===== src/rtl/run_step_ctrl.sv =====
// run_step_ctrl
//   Consumer end of the front-panel "go" button path. The raw button is
//   synchronised and debounced into one clean go_pulse per press. That pulse
//   starts the CPU in free-run mode, or issues a single step, through cpu_en.
//   A halt request from the CPU (syscall halt) stops a free run, and each such
//   stop is counted in halt_cnt.
//
//   Optional build macro: GO_AUTOREPEAT_EN. When it is defined, holding the
//   button re-issues go_pulse every REPEAT_CYCLES cycles.
//
//   Ports
//     clk        system clock, single domain
//     rst        synchronous active-low reset
//     go         raw button, asynchronous and bouncy
//     step_mode  1 = single-step, 0 = free run (quasi-static)
//     halt_req   CPU halt request, level, synchronous to clk
//     cpu_en     CPU clock enable, decoded from the state register
//     running    1 while in RUN
//     go_pulse   one-cycle debounced press event
//     halt_cnt   number of RUN->HALT transitions caused by halt_req
//
//   state | meaning
//   ------+--------------------------------------------------
//   HALT  | CPU stopped, waiting for go_pulse
//   RUN   | CPU free-running until halt_req or a step-mode press
//   STEP  | CPU enabled for exactly one cycle, then HALT
module run_step_ctrl #(
    parameter logic [15:0] DEBOUNCE_CYCLES = 16'd50000,
    parameter int          CNT_W           = 16,
    parameter logic [31:0] REPEAT_CYCLES   = 32'd25000000
) (
    input  logic             clk,
    input  logic             rst,
    input  logic             go,
    input  logic             step_mode,
    input  logic             halt_req,
    output logic             cpu_en,
    output logic             running,
    output logic             go_pulse,
    output logic [CNT_W-1:0] halt_cnt
);

    if (DEBOUNCE_CYCLES == 16'd0 || REPEAT_CYCLES == 32'd0) begin : g_param_check
        $error("run_step_ctrl: DEBOUNCE_CYCLES and REPEAT_CYCLES must be nonzero");
    end

    typedef enum logic [1:0] {
        S_HALT = 2'd0,
        S_RUN  = 2'd1,
        S_STEP = 2'd2
    } state_t;

    state_t      state;
    state_t      state_nxt;
    logic        go_s1;
    logic        go_s2;
    logic        go_db;
    logic        go_db_q;
    logic [15:0] db_cnt;
    logic        pulse_nxt;
    logic        halt_inc;

    // Two-flop synchroniser; nothing else looks at go.
    always_ff @(posedge clk) begin
        if (!rst) begin
            go_s1 <= 1'b0;
            go_s2 <= 1'b0;
        end else begin
            go_s1 <= go;
            go_s2 <= go_s1;
        end
    end

    // The debounced level flips only after the synchronised input has
    // disagreed with it for DEBOUNCE_CYCLES consecutive edges.
    always_ff @(posedge clk) begin
        if (!rst) begin
            db_cnt  <= '0;
            go_db   <= 1'b0;
            go_db_q <= 1'b0;
        end else begin
            go_db_q <= go_db;
            if (go_s2 == go_db) begin
                db_cnt <= '0;
            end else if (db_cnt == DEBOUNCE_CYCLES - 16'd1) begin
                go_db  <= ~go_db;
                db_cnt <= '0;
            end else begin
                db_cnt <= db_cnt + 16'd1;
            end
        end
    end

`ifdef GO_AUTOREPEAT_EN
    logic [31:0] rep_cnt;
    logic        held;
    logic        rep_hit;

    // held is false on the rising-edge cycle, so the first repeat comes a full
    // REPEAT_CYCLES after the initial pulse.
    assign held    = go_db & go_db_q;
    assign rep_hit = held && (rep_cnt == REPEAT_CYCLES - 32'd1);

    always_ff @(posedge clk) begin
        if (!rst || !held || rep_hit) begin
            rep_cnt <= '0;
        end else begin
            rep_cnt <= rep_cnt + 32'd1;
        end
    end

    assign pulse_nxt = (go_db & ~go_db_q) | rep_hit;
`else
    assign pulse_nxt = go_db & ~go_db_q;
`endif

    always_ff @(posedge clk) begin
        if (!rst) begin
            go_pulse <= 1'b0;
        end else begin
            go_pulse <= pulse_nxt;
        end
    end

    // Halt takes priority over a step-mode press arriving in the same cycle.
    assign halt_inc = (state == S_RUN) && halt_req;

    always_ff @(posedge clk) begin
        if (!rst) begin
            state    <= S_HALT;
            halt_cnt <= '0;
        end else begin
            state <= state_nxt;
            if (halt_inc) begin
                halt_cnt <= halt_cnt + CNT_W'(1);
            end
        end
    end

    always_comb begin
        state_nxt = state;
        case (state)
            S_HALT: begin
                if (go_pulse) begin
                    state_nxt = step_mode ? S_STEP : S_RUN;
                end
            end
            S_RUN: begin
                if (halt_req) begin
                    state_nxt = S_HALT;
                end else if (go_pulse && step_mode) begin
                    state_nxt = S_HALT;
                end
            end
            S_STEP:  state_nxt = S_HALT;
            default: state_nxt = S_HALT;
        endcase
    end

    always_comb begin
        cpu_en  = 1'b0;
        running = 1'b0;
        case (state)
            S_RUN: begin
                cpu_en  = 1'b1;
                running = 1'b1;
            end
            S_STEP:  cpu_en = 1'b1;
            default: ;
        endcase
    end

endmodule


===== config.mk =====
export PLATFORM = sky130hd
export DESIGN_NAME = run_step_ctrl
export DESIGN_NICKNAME = d
export VERILOG_FILES = /design/src/rtl/run_step_ctrl.sv
export SDC_FILE = /design/constraint.sdc
export NUM_CORES = 1
export LEC_CHECK = 0
export CAP_MARGIN = 10
export CORE_ASPECT_RATIO = 0.7
export CORE_MARGIN = 5
export CORE_UTILIZATION = 40
export DETAILED_ROUTE_END_ITERATION = 16
export DONT_BUFFER_PORTS = 1
export GPL_ROUTABILITY_DRIVEN = 0
export RECOVER_POWER = 50
export SETUP_SLACK_MARGIN = 0.3
export SLEW_MARGIN = 10
export SYNTH_ARGS = -nofsm -noshare
export SYNTH_HDL_FRONTEND = slang
export SYNTH_SLANG_ARGS = --single-unit

===== constraint.sdc =====
create_clock -name clk -period 2.03 [get_ports clk]
set_input_delay 0.3045 -clock clk [delete_from_list [all_inputs] [get_ports clk]]
set_output_delay 0.3045 -clock clk [all_outputs]
set_load 0.1 [all_outputs]

Yosys cells after proc, flatten, opt, wreduce, memory -nomap -nowiden. Cells that the tools add are included.

Input port bits: 5. Flip-flop bits (word level): 39. Output and inout port bits: 19. Word-level logic and storage cells: 35.

Bitwise gates (word level): 5. Equal/unequal tests: 6. Add/sub/neg operators: 2. Multiplexer cells: 7. Reduce and logical (&&, ||, !) cells: 7.

Operators by type and width (count): $add 16x1->16 const B (2); $eq 16x16->1 const B (1); $mux 2 (4); $not 1->1 (4); $pmux 2 s2 (1); $reduce_and 2->1 (2); $ne 3x2->1 const B (1); $reduce_or 3->1 (1); $eq 2x1->1 const B (1); $eq 2x2->1 const B (1); $logic_and 1x1->1 (2); $logic_not 2->1 (1); $mux 1 (2); $ne 2x2->1 const B (1); $reduce_or 2->1 (1); $and 1x1->1 (1); $eq 1x1->1 (1).

Logic depth before layout (Yosys ltp). Gate-level depths: netlist of run 1.

Depth after elaboration: 4. Gate-level depth with buffers: 7. Mapped depth without buffers: 6.

Worst setup path before layout of run 1. No wires, ideal clock.

Path type: register -> register. Start point: register state[1]. End point: register halt_cnt[14]. Data arrival time: 2479 ps. Path buffers: 1. Required time: 1958 ps. Setup time: 72 ps. Setup slack: -520 ps. Stages on the path, launching flop included: 8. Path through: dfxtp_1 -> inv_1 -> ha_1 -> and3_1 -> clkbuf_1 -> nand3_1 -> or4_1 -> a21oi_1.

Cells in the longest elaborated chain, start to end: 2.

RTL lines: start, declared (line 53) `state_t state;`; start signal, assigned (line 133) `state <= state_nxt;`; $eq 2x1->1 (line 126) `assign halt_inc = (state == S_RUN) && halt_req;`; $logic_and 1x1->1 (line 126); end signal, assigned (line 135) `halt_cnt <= halt_cnt + CNT_W'(1);`; end, declared (line 40) `output logic [CNT_W-1:0] halt_cnt`.

No other way between the ends. A chain may end at the register's enable or synchronous reset.

Worst setup path in the final report of run 1.
Start point: register state[1]. End point: register halt_cnt[15].

The elaborated chain is that of the path after synthesis.

==> metrics.cfg, run 1 <==
[synth]
yosys_warnings=0
yosys.area.top_type=dfxtp_1
yosysUniqueCellTypes=31
synth.area.top_cells=dfxtp_1, xnor2_1, nor2_1
synth_nets=198
yosysTopAreaCellShare_pct=45.6
syn_area_mm2=0.00171
ys_seq_area_share_pct=45.6
syn_inst=189
postSynthAreaPerCell_um2=9.06
ys_seq_elements=39

[grt]
grt_antenna_before_repair=0
grt_use_total_pct=13.7
grt_pass1_vias=1339
use_met2_pct=20.7
grt_overflow=0
use_met1_pct=18.7
grt_max_degree=19
grt_pass1_wl_um=6270
grt-busiest-layer=met2
grt_use_met3_pct=4.68

[power]
pwr-share-clk_pct=43.5
internal-power_uw=1070
peakVddDrop_mv=0.530
leakage_uw=0.000719
power.net_switching_uw=286
powerDensity_mw_per_mm2=654
p_seq_share_pct=55.5
netSwitchingFraction_pct=21.1
p_total_uw=1360
power_frac_comb_pct=1.0

[clocking]
path_clk_slew_ns=0.08
holdBufCountCts=0
cts_tree=built
cts_buffer_depth=2
cts_made_buffers=5
h-tree-depth=2
clock-root-buffer=clkbuf_8
cts.sinks=39
clk_latency_ns=0.28

[cells_and_area]
final_layout_size_suffix_gt1_share_pct=26.5
final_nets=223
syn2layout_area_growth_pct=21.3
final_cells=267
num-fill-cells=386
layout_commonest_cell=nor2_1
final_cell_mix=nor2_1, dfxtp_1, xnor2_1, clkbuf_2, nand3_1
antennaDiodeCount=0

[sta]
clock_skew_ns=0.00490
drv_slew=0
timing.final.crit_share_pct=85.5
rsz0062_at_grt=true
hold_viol=0
setup_violations=0
fmax_mhz=576
final.setup.tns_ns=0
worst_slew_pin_slew_ns=0.666
layout_min_cycle_time_ns=1.73
slew_headroom_pct=55.6
setup_slack_ns=0.295

[floorplan]
start_util_pct=42.6
die_h_um=64.7
die_x_um=88.2
ios=24
rows=19
dieArea_mm2=0.00571
core_mm2=0.00402

[detailed_routing]
wirelength_um=3740
drc=0
initialDrtViolationCount=146
drt_first_pass_iters=4
wire_per_inst_um=14.0
ant_nets=0
vias_per_cell=5.33
dr_total_vias=1423

[outcome]
outcome=completed

[placed_design]
pre_cts_slack_ns=0.335
dp_cells=257
dpl.hpwl_um=2670
io_buffers=0

[setup_path]
cp-start-kind=flip-flop
endpoint_kind=flip-flop
cp_data_arrival_time_ns=1.94
cp_cell_sequence=inv_1 -> ha_1 -> and3_4 -> nand2_4 -> or4_1 -> a21oi_1
worstSetupPathType=reg -> reg
cp.required_ns=2.24
slowest_delay_ns=0.47
crit_path_max_fanout=6
crit_slowest_cell=or4_1

[min_path]
hold_class=in -> reg

[run]
drv_cap=0

metrics by stage:
| stage | cell area, um2 | util [%] | hold WS (ns) |
|---|---|---|---|
| after floorplan | 1800 | - | 0.367 |
| after global placement | 1980 | 49.3 | 0.379 |
| after detailed placement | 1980 | 49.3 | 0.376 |
| after CTS | 2090 | 52.0 | 0.128 |
| after global routing | 2080 | 51.7 | 0.129 |
| final | 2080 | 51.7 | 0.139 |
flip-flops by register name (all words and copies together) (netlist names):
register  flops
db_cnt       16
go_s2         1
go_db         1
go_s1         1
go_pulse      1
go_db_q       1
halt_cnt     16
state         2
Yosys cell counts:
cell type	number
a21oi_1	6
a32oi_1	1
and2_1	3
and3_1	5
and4_1	1
buf_8	1
clkbuf_1	3
clkinv_1	1
dfxtp_1	39
ha_1	4
inv_1	7
mux2i_1	1
nand2_1	10
nand3_1	14
nand3_4	1
nand4_1	6
nand4b_1	1
nand4bb_4	1
nor2_1	31
nor2b_1	2
nor3_1	5
nor4_1	5
o2111a_1	1
o21ai_0	4
o31ai_1	3
or2_1	1
or3_1	2
or4_1	4
or4_4	1
xnor2_1	16
xor2_1	9
path summary, 6_finish.rpt:
kind             from            to  slack [ns]  cells after the start
max          state[1]  halt_cnt[15]        0.30                      6
max reg2reg  state[1]  halt_cnt[15]        0.30                      6
min reg2reg   go_db_q      go_pulse        0.38                      1
min               rst         go_s1        0.14                      1
final cells by class:
| type | instances | area (um2) | area share (%) |
|---|---|---|---|
| multi-input combinational | 139 | 926 | 44.6 |
| inverter | 8 | 30.0 | 1.45 |
| sequential | 39 | 827 | 39.8 |
| tap | 52 | 65.1 | 3.13 |
| timing repair buffer | 21 | 120 | 5.79 |
| clock inverter | 2 | 13.8 | 0.663 |
| clock buffer | 6 | 93.8 | 4.52 |
power by group through the flow:
stage	combinational, uW	clock, uW	sequential [uW]
final	13.3	590	753
after global routing	14.8	650	754
after CTS	11.8	609	755
after detailed placement	11.6	0	773
after global placement	11.5	0	773
after floorplan	11.0	0	772
cell families (layout without fill, tap and decap cells):
kind of cell	count (synthesis)	after routing	share of synthesized area, %
adder cells (fa/ha/maj)	4	4	2.92
flip-flops	39	39	45.6
XOR/XNOR	25	25	12.8
AND/OR/NAND/NOR	93	94	29.4
buffers and inverters	12	37	3.29
multiplexers	1	1	0.585
AO/OA/AOI/OAI	15	15	5.41
worst max-delay path: cells and delay by family (launching register included):
family                   cells  cell delay, ns
AND/OR/NAND/NOR              3            0.83
buffers and inverters        1            0.10
adder cells (fa/ha/maj)      1            0.28
flip-flops                   1            0.32
AO/OA/AOI/OAI                1            0.12
timing repair:
action | in CTS | in global routing
resized for setup | 0 | 9
endpoints found under the hold margin | 0 | 0
buffers inserted | 0 | 1
setup endpoints to repair | 0 | 16
layer usage:
metal / vias to the layer above / share of wire [%]
met1: 675 / 47
met4: 0 / 0.48
li1: 707 / -
met5: - / 0
met2: 39 / 45
met3: 2 / 6.5
(Power assumes the default switching activity.)
==> run 2, diff against run 1 <==
Settings changed: PLACE_DENSITY set to 0.53.
==> metrics.cfg, run 2 (synthesized netlist as in run 1, its figures left out) <==
[clocking]
h-tree-depth=2
path_clk_slew_ns=0.07
cts_made_buffers=5
cts_buffer_depth=2
clock-root-buffer=clkbuf_8
cts.sinks=39
clk_latency_ns=0.28
holdBufCountCts=0
cts_tree=built

[min_path]
hold_class=in -> reg
hold_end=go_s2
hold_depth=1
hold_start=rst

[sta]
hold_viol=0
slew_headroom_pct=58.6
setup_violations=0
timing.final.crit_share_pct=85.5
clock_skew_ns=0.00212
final.setup.tns_ns=0
fmax_mhz=576
rsz0062_at_grt=true
hold_ws_ns=0.144
layout_min_cycle_time_ns=1.74
drv_slew=0
worst_slew_pin_slew_ns=0.620

[outcome]
outcome=completed

[floorplan]
core_mm2=0.00402
ios=24
dieArea_mm2=0.00571
rows=19
start_util_pct=42.6
die_h_um=64.7
die_x_um=88.2

[placed_design]
dpl.hpwl_um=2660
io_buffers=0
dp_cells=257

[detailed_routing]
ant_nets=0
initialDrtViolationCount=94
wire_per_inst_um=13.8
drc=0
wirelength_um=3710
drt_first_pass_iters=4
dr_total_vias=1409
vias_per_cell=5.26

[power]
leakage_uw=0.000714
peakVddDrop_mv=0.325
powerDensity_mw_per_mm2=612

[setup_path]
endpoint_kind=flip-flop
ff2ff_path_depth=4
cp.required_ns=2.19
crit_path_max_fanout=5
r2r-end=go_db
reg2reg_from=db_cnt[11]
worstSetupPathType=reg -> reg
cp_data_arrival_time_ns=1.89
cp-start-kind=flip-flop
reg2reg_slack_ns=0.29

[cells_and_area]
final_cell_mix=nor2_1, dfxtp_1, xnor2_1, clkbuf_2, nand3_1
final_nets=224
layout_commonest_cell=nor2_1
antennaDiodeCount=0
syn2layout_area_growth_pct=20.1
final_cells=268
largestRegisters=db_cnt x16, halt_cnt x16, state x2
final_layout_size_suffix_gt1_share_pct=23.6

[run]
drv_cap=0

[grt]
grt_antenna_before_repair=0
grt_max_degree=19
grt_pass1_vias=1397
grt_overflow=0
grt_pass1_wl_um=6400
grt_use_total_pct=14.3

==> run 2: power by group <==
| part | internal, uW | switching, uW |
|---|---|---|
| combinational | 3.21 | 10.6 |
| clock | 234 | 255 |
| sequential | 753 | 1.27 |
==> run 2: timing repair <==
action,CTS,global route
setup buffers,0,2
setup endpoints to repair,5,16
resized for setup,0,5
pin swaps,1,2
gates cloned,1,0
==> run 2: routing by layer <==
layer | global-route usage, % | vias up | part of all wire (%)
li1 | - | 710 | -
met1 | 20.5 | 665 | 49
met2 | 20.3 | 32 | 44
met3 | 5.19 | 2 | 7.0
met4 | 3.21 | 0 | 0.43
met5 | 0 | - | 0
==> run 2: worst max-delay path by stage <==
stage	startpoint	cells after the start	end
CTS	db_cnt[11]	4	go_db
floorplan	state[1]	7	halt_cnt[15]
detailed placement	db_cnt[11]	4	db_cnt[4]
finish	db_cnt[11]	4	go_db
global placement	db_cnt[11]	4	db_cnt[5]
global route	state[1]	6	halt_cnt[15]
==> run 2: worst max-delay path, cell delays in order (launching register included) <==
cell,delay [ns]
dfxtp_4,0.36
or4_4,0.53
or4_4,0.49
mux2i_1,0.18
nor2_1,0.05
==> run 2: cell type report <==
type                       count  area, um2
fill                         388       1960
timing repair buffer          22        128
inverter                       8       30.0
multi-input combinational    139        928
tap                           52       65.1
clock inverter                 2       7.51
clock buffer                   6       72.6
sequential                    39        825
==> run 2: stage by stage <==
step / instance area (um2) / setup WS (ns) / power, uW / util, %
2_1_floorplan: 1800 / 0.249 / 783 / -
3_3_place_gp: 1980 / 0.351 / 784 / 49.3
3_5_place_dp: 1980 / 0.317 / 785 / 49.3
4_1_cts: 2070 / 0.290 / 1280 / 51.5
5_1_grt: 2060 / 0.165 / 1320 / 51.2
6_report: 2060 / 0.294 / 1260 / 51.2
